### config.mk
export PLATFORM = sky130hd
export DESIGN_NAME = serial_cpu_core
export DESIGN_NICKNAME = d
export VERILOG_FILES = /design/src/rtl/serial_cpu_core.sv
export SDC_FILE = /design/constraint.sdc
export NUM_CORES = 1
export LEC_CHECK = 0
export ABC_AREA = 1
export BUFFER_PORTS_ARGS = -buffer_cell sky130_fd_sc_hd__buf_4
export CORE_ASPECT_RATIO = 0.8
export CORE_MARGIN = 2
export CORE_UTILIZATION = 30
export DETAILED_ROUTE_END_ITERATION = 10
export PLACE_DENSITY = 0.44
export REMOVE_ABC_BUFFERS = 1
export SYNTH_ARGS = -nofsm -noshare
export SYNTH_HDL_FRONTEND = slang
export SYNTH_SLANG_ARGS = --single-unit
### constraint.sdc
create_clock -name clk -period 8 [get_ports clk]
set_input_delay 2.4 -clock clk [delete_from_list [all_inputs] [get_ports clk]]
set_output_delay 2.4 -clock clk [all_outputs]
set_load 0.02 [all_outputs]
### src/rtl/serial_cpu_core.sv
// Non-pipelined 16-bit CPU: each instruction walks IF, ID, EX, MEM, WB in turn.
// Eight general registers (gr0 hard-wired to zero), external instruction and data memories.
module serial_cpu_core (
    input  logic        clk,
    input  logic        rst_n,
    input  logic        enable,
    input  logic        start,
    input  logic [15:0] i_datain,
    input  logic [15:0] d_datain,
    output logic [7:0]  i_addr,
    output logic [7:0]  d_addr,
    output logic        d_we,
    output logic [15:0] d_dataout
);

    localparam logic [4:0] OP_NOP   = 5'b00000;
    localparam logic [4:0] OP_HALT  = 5'b00001;
    localparam logic [4:0] OP_LOAD  = 5'b00010;
    localparam logic [4:0] OP_STORE = 5'b00011;
    localparam logic [4:0] OP_SLL   = 5'b00100;
    localparam logic [4:0] OP_SLA   = 5'b00101;
    localparam logic [4:0] OP_SRL   = 5'b00110;
    localparam logic [4:0] OP_SRA   = 5'b00111;
    localparam logic [4:0] OP_ADD   = 5'b01000;
    localparam logic [4:0] OP_ADDI  = 5'b01001;
    localparam logic [4:0] OP_SUB   = 5'b01010;
    localparam logic [4:0] OP_SUBI  = 5'b01011;
    localparam logic [4:0] OP_CMP   = 5'b01100;
    localparam logic [4:0] OP_AND   = 5'b01101;
    localparam logic [4:0] OP_OR    = 5'b01110;
    localparam logic [4:0] OP_XOR   = 5'b01111;
    localparam logic [4:0] OP_LDIH  = 5'b10000;
    localparam logic [4:0] OP_ADDC  = 5'b10001;
    localparam logic [4:0] OP_SUBC  = 5'b10010;
    localparam logic [4:0] OP_SET   = 5'b10011;
    localparam logic [4:0] OP_JUMP  = 5'b11000;
    localparam logic [4:0] OP_JMPR  = 5'b11001;
    localparam logic [4:0] OP_BZ    = 5'b11010;
    localparam logic [4:0] OP_BNZ   = 5'b11011;
    localparam logic [4:0] OP_BN    = 5'b11100;
    localparam logic [4:0] OP_BNN   = 5'b11101;
    localparam logic [4:0] OP_BC    = 5'b11110;
    localparam logic [4:0] OP_BNC   = 5'b11111;

    typedef enum logic [2:0] {
        ST_IDLE = 3'd0,
        ST_IF   = 3'd1,
        ST_ID   = 3'd2,
        ST_EX   = 3'd3,
        ST_MEM  = 3'd4,
        ST_WB   = 3'd5
    } state_t;

    state_t      r_state;
    state_t      w_state_next;
    logic [7:0]  r_pc;
    logic [15:0] r_id_ir;
    logic [15:0] r_reg_a;
    logic [15:0] r_reg_b;
    logic [15:0] r_reg_c;
    logic [15:0] r_mem_data;
    logic        r_zf;
    logic        r_nf;
    logic        r_cf;
    logic [15:0] r_gr [8];

    logic [4:0]  w_op;
    logic [2:0]  w_r1;
    logic [2:0]  w_r2;
    logic [2:0]  w_r3;
    logic [7:0]  w_imm8;
    logic [3:0]  w_val4;
    logic [15:0] w_opnd_a;
    logic [15:0] w_opnd_b;
    logic [16:0] w_alu_wide;
    logic [15:0] w_sra;
    logic        w_flag_upd;
    logic        w_taken;
    logic        w_wb_en;
    logic [15:0] w_wb_data;
    logic        w_is_mem_stage;

    // The instruction register stays put for the whole instruction, so every stage decodes from it.
    assign w_op   = r_id_ir[15:11];
    assign w_r1   = r_id_ir[10:8];
    assign w_r2   = r_id_ir[6:4];
    assign w_r3   = r_id_ir[2:0];
    assign w_imm8 = r_id_ir[7:0];
    assign w_val4 = r_id_ir[3:0];

    always_comb begin
        w_state_next = r_state;
        if (enable) begin
            unique case (r_state)
                ST_IDLE: if (start) w_state_next = ST_IF;
                ST_IF:   w_state_next = ST_ID;
                ST_ID:   w_state_next = (w_op == OP_HALT) ? ST_IDLE : ST_EX;
                ST_EX:   w_state_next = ST_MEM;
                ST_MEM:  w_state_next = ST_WB;
                ST_WB:   w_state_next = ST_IF;
                default: w_state_next = ST_IDLE;
            endcase
        end
    end

    // Operand selection: everything that is not a plain R-type is folded into an A+B add in EX.
    always_comb begin
        w_opnd_a = r_gr[w_r2];
        w_opnd_b = r_gr[w_r3];
        case (w_op)
            OP_SET, OP_JUMP: begin
                w_opnd_a = 16'h0000;
                w_opnd_b = {8'h00, w_imm8};
            end
            OP_LDIH: begin
                w_opnd_a = r_gr[w_r1];
                w_opnd_b = {w_imm8, 8'h00};
            end
            OP_ADDI, OP_SUBI, OP_JMPR, OP_BZ, OP_BNZ, OP_BN, OP_BNN, OP_BC, OP_BNC: begin
                w_opnd_a = r_gr[w_r1];
                w_opnd_b = {8'h00, w_imm8};
            end
            OP_SLL, OP_SLA, OP_SRL, OP_SRA, OP_LOAD, OP_STORE: begin
                w_opnd_a = r_gr[w_r2];
                w_opnd_b = {12'h000, w_val4};
            end
            default: ;
        endcase
    end

    assign w_sra = $signed(r_reg_a) >>> r_reg_b[3:0];

    // Bit 16 of the wide result is the carry for adds and the borrow for subtracts; zero otherwise.
    always_comb begin
        w_alu_wide = {1'b0, r_reg_a} + {1'b0, r_reg_b};
        w_flag_upd = 1'b0;
        case (w_op)
            OP_ADD, OP_ADDI:          w_flag_upd = 1'b1;
            OP_ADDC: begin
                w_alu_wide = {1'b0, r_reg_a} + {1'b0, r_reg_b} + {16'h0000, r_cf};
                w_flag_upd = 1'b1;
            end
            OP_SUB, OP_SUBI, OP_CMP: begin
                w_alu_wide = {1'b0, r_reg_a} - {1'b0, r_reg_b};
                w_flag_upd = 1'b1;
            end
            OP_SUBC: begin
                w_alu_wide = {1'b0, r_reg_a} - {1'b0, r_reg_b} - {16'h0000, r_cf};
                w_flag_upd = 1'b1;
            end
            OP_AND: begin w_alu_wide = {1'b0, r_reg_a & r_reg_b}; w_flag_upd = 1'b1; end
            OP_OR:  begin w_alu_wide = {1'b0, r_reg_a | r_reg_b}; w_flag_upd = 1'b1; end
            OP_XOR: begin w_alu_wide = {1'b0, r_reg_a ^ r_reg_b}; w_flag_upd = 1'b1; end
            OP_SLL, OP_SLA: begin
                w_alu_wide = {1'b0, r_reg_a << r_reg_b[3:0]};
                w_flag_upd = 1'b1;
            end
            OP_SRL: begin w_alu_wide = {1'b0, r_reg_a >> r_reg_b[3:0]}; w_flag_upd = 1'b1; end
            OP_SRA: begin w_alu_wide = {1'b0, w_sra}; w_flag_upd = 1'b1; end
            default: ;
        endcase
    end

    always_comb begin
        w_taken = 1'b0;
        case (w_op)
            OP_JUMP, OP_JMPR: w_taken = 1'b1;
            OP_BZ:            w_taken = r_zf;
            OP_BNZ:           w_taken = ~r_zf;
            OP_BN:            w_taken = r_nf;
            OP_BNN:           w_taken = ~r_nf;
            OP_BC:            w_taken = r_cf;
            OP_BNC:           w_taken = ~r_cf;
            default:          w_taken = 1'b0;
        endcase
    end

    always_comb begin
        w_wb_en = 1'b0;
        case (w_op)
            OP_SET, OP_LDIH, OP_ADD, OP_ADDC, OP_ADDI, OP_SUB, OP_SUBC, OP_SUBI,
            OP_AND, OP_OR, OP_XOR, OP_SLL, OP_SLA, OP_SRL, OP_SRA, OP_LOAD: w_wb_en = 1'b1;
            default: w_wb_en = 1'b0;
        endcase
    end

    assign w_wb_data = (w_op == OP_LOAD) ? r_mem_data : r_reg_c;

    always_ff @(posedge clk or negedge rst_n) begin
        if (!rst_n) begin
            r_state    <= ST_IDLE;
            r_pc       <= 8'h00;
            r_id_ir    <= 16'h0000;
            r_reg_a    <= 16'h0000;
            r_reg_b    <= 16'h0000;
            r_reg_c    <= 16'h0000;
            r_mem_data <= 16'h0000;
            r_zf       <= 1'b0;
            r_nf       <= 1'b0;
            r_cf       <= 1'b0;
            for (int i = 0; i < 8; i++) r_gr[i] <= 16'h0000;
        end else if (enable) begin
            r_state <= w_state_next;
            case (r_state)
                ST_IF: begin
                    r_id_ir <= i_datain;
                    r_pc    <= r_pc + 8'd1;
                end
                ST_ID: begin
                    r_reg_a <= w_opnd_a;
                    r_reg_b <= w_opnd_b;
                end
                ST_EX: begin
                    r_reg_c <= w_alu_wide[15:0];
                    if (w_flag_upd) begin
                        r_zf <= (w_alu_wide[15:0] == 16'h0000);
                        r_nf <= w_alu_wide[15];
                        r_cf <= w_alu_wide[16];
                    end
                    if (w_taken) r_pc <= w_alu_wide[7:0];
                end
                ST_MEM: if (w_op == OP_LOAD) r_mem_data <= d_datain;
                ST_WB:  if (w_wb_en && (w_r1 != 3'd0)) r_gr[w_r1] <= w_wb_data;
                default: ;
            endcase
        end
    end

    // Memory outputs are idle-zero outside the MEM stage; d_we is gated so a stall cannot repeat the write.
    assign w_is_mem_stage = (r_state == ST_MEM);
    assign i_addr    = r_pc;
    assign d_addr    = (w_is_mem_stage && (w_op == OP_LOAD || w_op == OP_STORE)) ? r_reg_c[7:0] : 8'h00;
    assign d_we      = enable && w_is_mem_stage && (w_op == OP_STORE);
    assign d_dataout = (w_is_mem_stage && (w_op == OP_STORE)) ? r_gr[w_r1] : 16'h0000;

endmodule

After elaboration in Yosys (flattened, before gate mapping)

Memory sizes are Yosys's and may differ from the RTL's.
Cells that the tools add are included.

Register bits after elaboration: 222
Bits in read-only memories: 32
Bits of input ports: 36
Output and inout port bits: 33
Word-level logic and storage cells: 126
Memories: 1

Memory list:

| memory          | words | bits a word | read ports | clocked after Yosys merged registers in | wr ports | line | RTL |
|---|---|---|---|---|---|---|---|
| (no name shown) | 32    | 1           | 1          | 0                                       | 0        | 180  | `case (w_op)` |

Add/sub/neg operators: 5
$lt $le $gt $ge: 4
Equality and inequality tests: 34
Shift-type cells: 3
Mux-type cells: 25
Bitwise gates (word level): 9
Reductions and logical operators: 27

Operators with widths:

| operator                                                              | number |
|---|---|
| 17-bit case mux with 9 select lines                                   | 1 |
| 16-bit binary-select mux with 3-bit select                            | 3 |
| 16-bit two-way mux                                                    | 9 |
| 128-bit bitwise mux                                                   | 1 |
| 5-bit equality test, second input constant                            | 12 |
| 16-bit demux with 3-bit select                                        | 1 |
| 16-bit case mux with 3 select lines                                   | 1 |
| 5-bit by 4-bit equality test with 1-bit output, second input constant | 8 |
| 16-bit case mux with 2 select lines                                   | 1 |
| 5-bit by 3-bit equality test with 1-bit output, second input constant | 4 |
| 3-bit case mux with 6 select lines                                    | 1 |
| 16-bit by 16-bit adder with 17-bit output                             | 1 |
| 17-bit by 1-bit adder with 17-bit output                              | 1 |
| 16-bit by 16-bit subtractor with 17-bit output                        | 1 |
| 17-bit by 1-bit subtractor with 17-bit output                         | 1 |
| 16-bit AND                                                            | 1 |
| 16-bit logical NOT                                                    | 1 |
| 8-bit two-way mux                                                     | 2 |
| 16-bit OR                                                             | 1 |
| 8-bit case mux with 2 select lines                                    | 1 |
| 16-bit by 4-bit left shift with 16-bit output                         | 1 |
| 16-bit by 4-bit >> shifter with 16-bit output                         | 1 |
| 16-bit by 4-bit >>> shifter with 16-bit output                        | 1 |
| 16-bit bitwise XOR                                                    | 1 |
| other kinds (28)                                                      | 51 |

Depth between registers and ports, before layout

Depth after elaboration: 6
Depth in mapped cells: 24
Mapped depth without buffers: 23

Worst setup path after synthesis

OpenSTA, ideal clock, no wires.

Path kind: input -> output
Start: in enable
End: out d_we
Data arrival time: 2.889 ns
Data required time: 5.600 ns
Slack: 2.711 ns
Cell stages on the path: 2
Buffers on the path: 0
Cell sequence: clkinv_1 -> nor2_1

Longest elaborated chain between the ends: 2

RTL lines:

| what                            | line | RTL |
|---|---|---|
| start: declaration              | 6    | `input logic enable,` |
| 1-bit logical AND (2 in series) | 233  | `assign d_we = enable && w_is_mem_stage && (w_op == OP_STORE);` |
| end: declaration                | 12   | `output logic d_we,` |

No other way between the ends.

Final worst setup path

Start: reg r_id_ir[10]
End: out d_dataout[9]

Longest elaborated chain between the ends: 5

RTL lines:

| what                                                   | line | RTL |
|---|---|---|
| start: declaration                                     | 57   | `logic [15:0] r_id_ir;` |
| start signal: assignment                               | 206  | `r_id_ir <= i_datain;` |
| 3-bit inverter with 4-bit output (not written as such) | 234  | `assign d_dataout = (w_is_mem_stage && (w_op == OP_STORE)) ? r_gr[w_r1] : 16'h0000;` |
| 16-bit binary-select mux with 3-bit select             | 234  |  |
| 16-bit two-way mux (not written as such) (2 in series) | 234  |  |
| 16-bit two-way mux                                     | 234  |  |
| end: declaration                                       | 13   | `output logic [15:0] d_dataout` |

No other way between the ends. The select of a mux whose other input is x is not followed.

==> flow_summary.ini <==
[outcome]
status = complete, no violations

[yosys]
netlist_area_um2 = 17300
postSynth.asyncResetShare = 1.00
synthTopCellsByArea = sky130_fd_sc_hd__dfrtp_1 (32%), sky130_fd_sc_hd__nand2_1 (14%), sky130_fd_sc_hd__o21ai_0 (9.8%)
synth_top_area_share = 0.320
synth.distinct_cells = 45
syn_area_per_cell_um2 = 6.44
number_of_synthesized_register_bits = 222
dominant_cell_type_by_area_after_synthesis = sky130_fd_sc_hd__dfrtp_1
synth-warning-count = 0
syn-instance-count = 2694
synth.yosys.seq_area_share = 0.320
dominantRegCellSynth = sky130_fd_sc_hd__dfrtp_1
synth_enable_flop_cells = 0

[sta]
period_needed_ps = 5500
post_route_worst_hold_slack_ps = 424
final_min_period_over_clock_period = 0.687
finalClockSkew_ps = 21.3
highest_achievable_clock_rate_ghz = 0.182
report.final.slew_viol_count = 0
final.setup.tns_ps = 0
timing_worst_slew_pin_value_ps = 1420
setup_viol = 0
final-hold-violation-count = 0
setup_repair_after_global_routing_missed_its_margin = no
slew_headroom = 0.0495
postLayoutSetupSlackWorst_ps = 2500

[finish]
post-route-util = 0.342
most-common-layout-cells = sky130_fd_sc_hd__nand2_1 (659), sky130_fd_sc_hd__o21ai_0 (341), sky130_fd_sc_hd__inv_1 (312)
fraction_of_layout_instances_using_a_drive_strength_above_1 = 0.0838
nNetsFinal = 2771
layout.cells.most_common = sky130_fd_sc_hd__nand2_1
number_of_diodes_added_for_antenna_fixing = 0
num-fill-cells = 6161
layout-area-overhead-vs-synth_pct = 12.1

[critical_path]
crit_buf_inv = 4
critical_path.max_fanout = 10
startpoint_type = flop
required_ps = 5600
critical_path.reg2reg.startpoint = r_reg_b[2]$_DFFE_PN0P_
setup.worst_path.class = flop to primary output
critPathMaxStageDelay_ps = 580
critical_path.startpoint = r_id_ir[10]$_DFFE_PN0P_
critPathTopFamily = buffers and inverters
endpoint_kind = primary output
cp_common_cell = sky130_fd_sc_hd__buf_4
worstPathCellList = inv_1 -> nor3_2 -> buf_4 -> clkinv_1 -> o22ai_1 -> a221oi_1 -> a21oi_1 -> buf_4
crit_path_dat_ps = 3100
critical-path-slowest-cell = sky130_fd_sc_hd__clkinv_1

[die]
die_width_um = 273
count_of_standard_cell_rows = 78
die_area_um2 = 59800
floorplan.core_area_um2 = 56900
io_pins = 69
die_y_um = 219
initial_utilization = 0.305

[clocking]
clk_transition_reported_paths_ps = 60
clkLatencyLatePin_ps = 570
htree_levels = 1
clk_root_buffer_cell = sky130_fd_sc_hd__clkbuf_16
postCtsSetupBuffers = 0
cts_resized = 0
tritoncts = done
cts.sinks = 222
tritoncts.num_buffers = 27
clock_tree.buffer_depth = 3
cts_hold_buf = 0

[routing]
detailroute.via_count = 18999
dr.pass1.iters = 6
wire_per_inst_um = 22.9
ant_nets = 0
drt_first_iter_violations = 2294
routed_wl_mm = 79.1
route.detailed.vias_per_inst = 5.49
route.detailed.drc = 0

[placement]
gpl.final_weighted_congestion = 0.930
dp_hpwl_mm = 57.9
place.port_buffers = 68
placement.setup.worst_slack_ps = 2530

[global_route]
antenna_found_initial = 2
first_global_vias = 17694
pin_count_of_the_biggest_net_entering_global_routing = 148
gr-usage-all-layers = 0.261
grt_first_pass_wirelength_mm = 117
remaining_global_route_overflow = 0

[min_path]
hold_path_startpoint = r_gr[124]$_DFFE_PN0P_
min_path_type = flop to flop

[power_and_ir_drop]
ir_worst_vdd_v = 0.000274
finalPower_mw = 9.98
pwr_density_cell_nw_per_um2 = 513
static_power_due_to_leakage_nw = 9.46

[flow_run]
max_cap_viol_count = 0
-- cell families after synthesis --
family                   Yosys count  synth area share
AO/OA/AOI/OAI                    740             0.230
adder cells (fa/ha/maj)           56            0.0413
AND/OR/NAND/NOR                 1165             0.282
XOR/XNOR                           5           0.00252
flip-flops                       222             0.320
buffers and inverters            478             0.106
multiplexers                      28            0.0182
-- flip-flops by register name (all words and copies together) (netlist names) --
signal / cells
i_addr: 8
r_cf: 1
r_gr: 128
r_id_ir: 16
r_mem_data: 16
r_nf: 1
r_reg_a: 16
r_reg_b: 16
r_reg_c: 16
r_state: 3
r_zf: 1
-- metrics by stage --
stage | std cells | instance area (um^2)
after global routing | 3458 | 19500
after CTS | 3458 | 19500
after detailed placement | 3410 | 18600
after floorplan | 2549 | 16800
after global placement | 3410 | 18600
final | 3458 | 19500
-- worst paths after layout --
path	end	cells past startpoint	slack, ps
worst max-delay path	d_dataout[9]	8	2500
worst min-delay path	r_gr[124]$_DFFE_PN0P_	0	420
worst max register to register	r_zf$_DFFE_PN0P_	23	3590
worst min register to register	r_gr[124]$_DFFE_PN0P_	0	420
max in group asynchronous	i_addr[6]$_DFFE_PN0P_	2	4880
min in group asynchronous	r_gr[110]$_DFFE_PN0P_	1	1810
-- synthesized netlist by cell type (6+ instances only) --
master / count
sky130_fd_sc_hd__a211oi_1: 6
sky130_fd_sc_hd__a21oi_1: 268
sky130_fd_sc_hd__a221oi_1: 21
sky130_fd_sc_hd__a22oi_1: 31
sky130_fd_sc_hd__and2_1: 8
sky130_fd_sc_hd__buf_1: 10
sky130_fd_sc_hd__buf_2: 22
sky130_fd_sc_hd__clkbuf_1: 110
sky130_fd_sc_hd__clkinv_1: 8
sky130_fd_sc_hd__dfrtp_1: 222
sky130_fd_sc_hd__ha_1: 54
sky130_fd_sc_hd__inv_1: 313
sky130_fd_sc_hd__inv_2: 12
sky130_fd_sc_hd__mux2_2: 28
sky130_fd_sc_hd__nand2_1: 659
sky130_fd_sc_hd__nand2_2: 8
sky130_fd_sc_hd__nand3_1: 187
sky130_fd_sc_hd__nand4_1: 50
sky130_fd_sc_hd__nor2_1: 210
sky130_fd_sc_hd__nor2_2: 7
sky130_fd_sc_hd__nor3_1: 20
sky130_fd_sc_hd__o211ai_1: 7
sky130_fd_sc_hd__o21ai_0: 341
sky130_fd_sc_hd__o21ai_1: 8
sky130_fd_sc_hd__o22ai_1: 40
-- per-layer routing --
metal,global-route usage,routed length [um]
met5,0,0
met4,0.0533,1640
met3,0.0512,6960
met2,0.380,32400
met1,0.396,38100
-- layout make-up --
type	instances	area, um^2	area share
Multi-Input combinational cell	1994	10000	0.515
Sequential cell	222	5560	0.286
Inverter	333	1250	0.0643
Tap cell	760	951	0.0489
Timing Repair Buffer	101	778	0.0400
Clock buffer	37	753	0.0387
Clock inverter	11	141	0.00727
-- worst reg2reg max path: stages, from the launching register on --
cell                       delay, ps
sky130_fd_sc_hd__dfrtp_1         320
sky130_fd_sc_hd__buf_4           350
sky130_fd_sc_hd__inv_2           340
sky130_fd_sc_hd__ha_1            780
sky130_fd_sc_hd__inv_1           160
sky130_fd_sc_hd__nand2_1         180
sky130_fd_sc_hd__nand2_1         220
sky130_fd_sc_hd__nand2_1         110
sky130_fd_sc_hd__nand2_1          50
sky130_fd_sc_hd__nand2_1         260
sky130_fd_sc_hd__inv_1           130
sky130_fd_sc_hd__nor2_1          260
sky130_fd_sc_hd__nor2_1           70
sky130_fd_sc_hd__nor2_1          160
sky130_fd_sc_hd__nor2_1           60
sky130_fd_sc_hd__nor2_1          150
sky130_fd_sc_hd__nand2_1         140
sky130_fd_sc_hd__nor2_1          110
sky130_fd_sc_hd__nand2_1          60
sky130_fd_sc_hd__inv_1            50
sky130_fd_sc_hd__nand2_1          40
sky130_fd_sc_hd__nor2_1          100
sky130_fd_sc_hd__nand3_1          70
sky130_fd_sc_hd__o21bai_1        170
-- power by group --
part,switching (mW),internal [mW]
Clock,0.530,0.753
Combinational,5.15,1.70
Sequential,0.358,1.50
(Power assumes the default switching activity.)
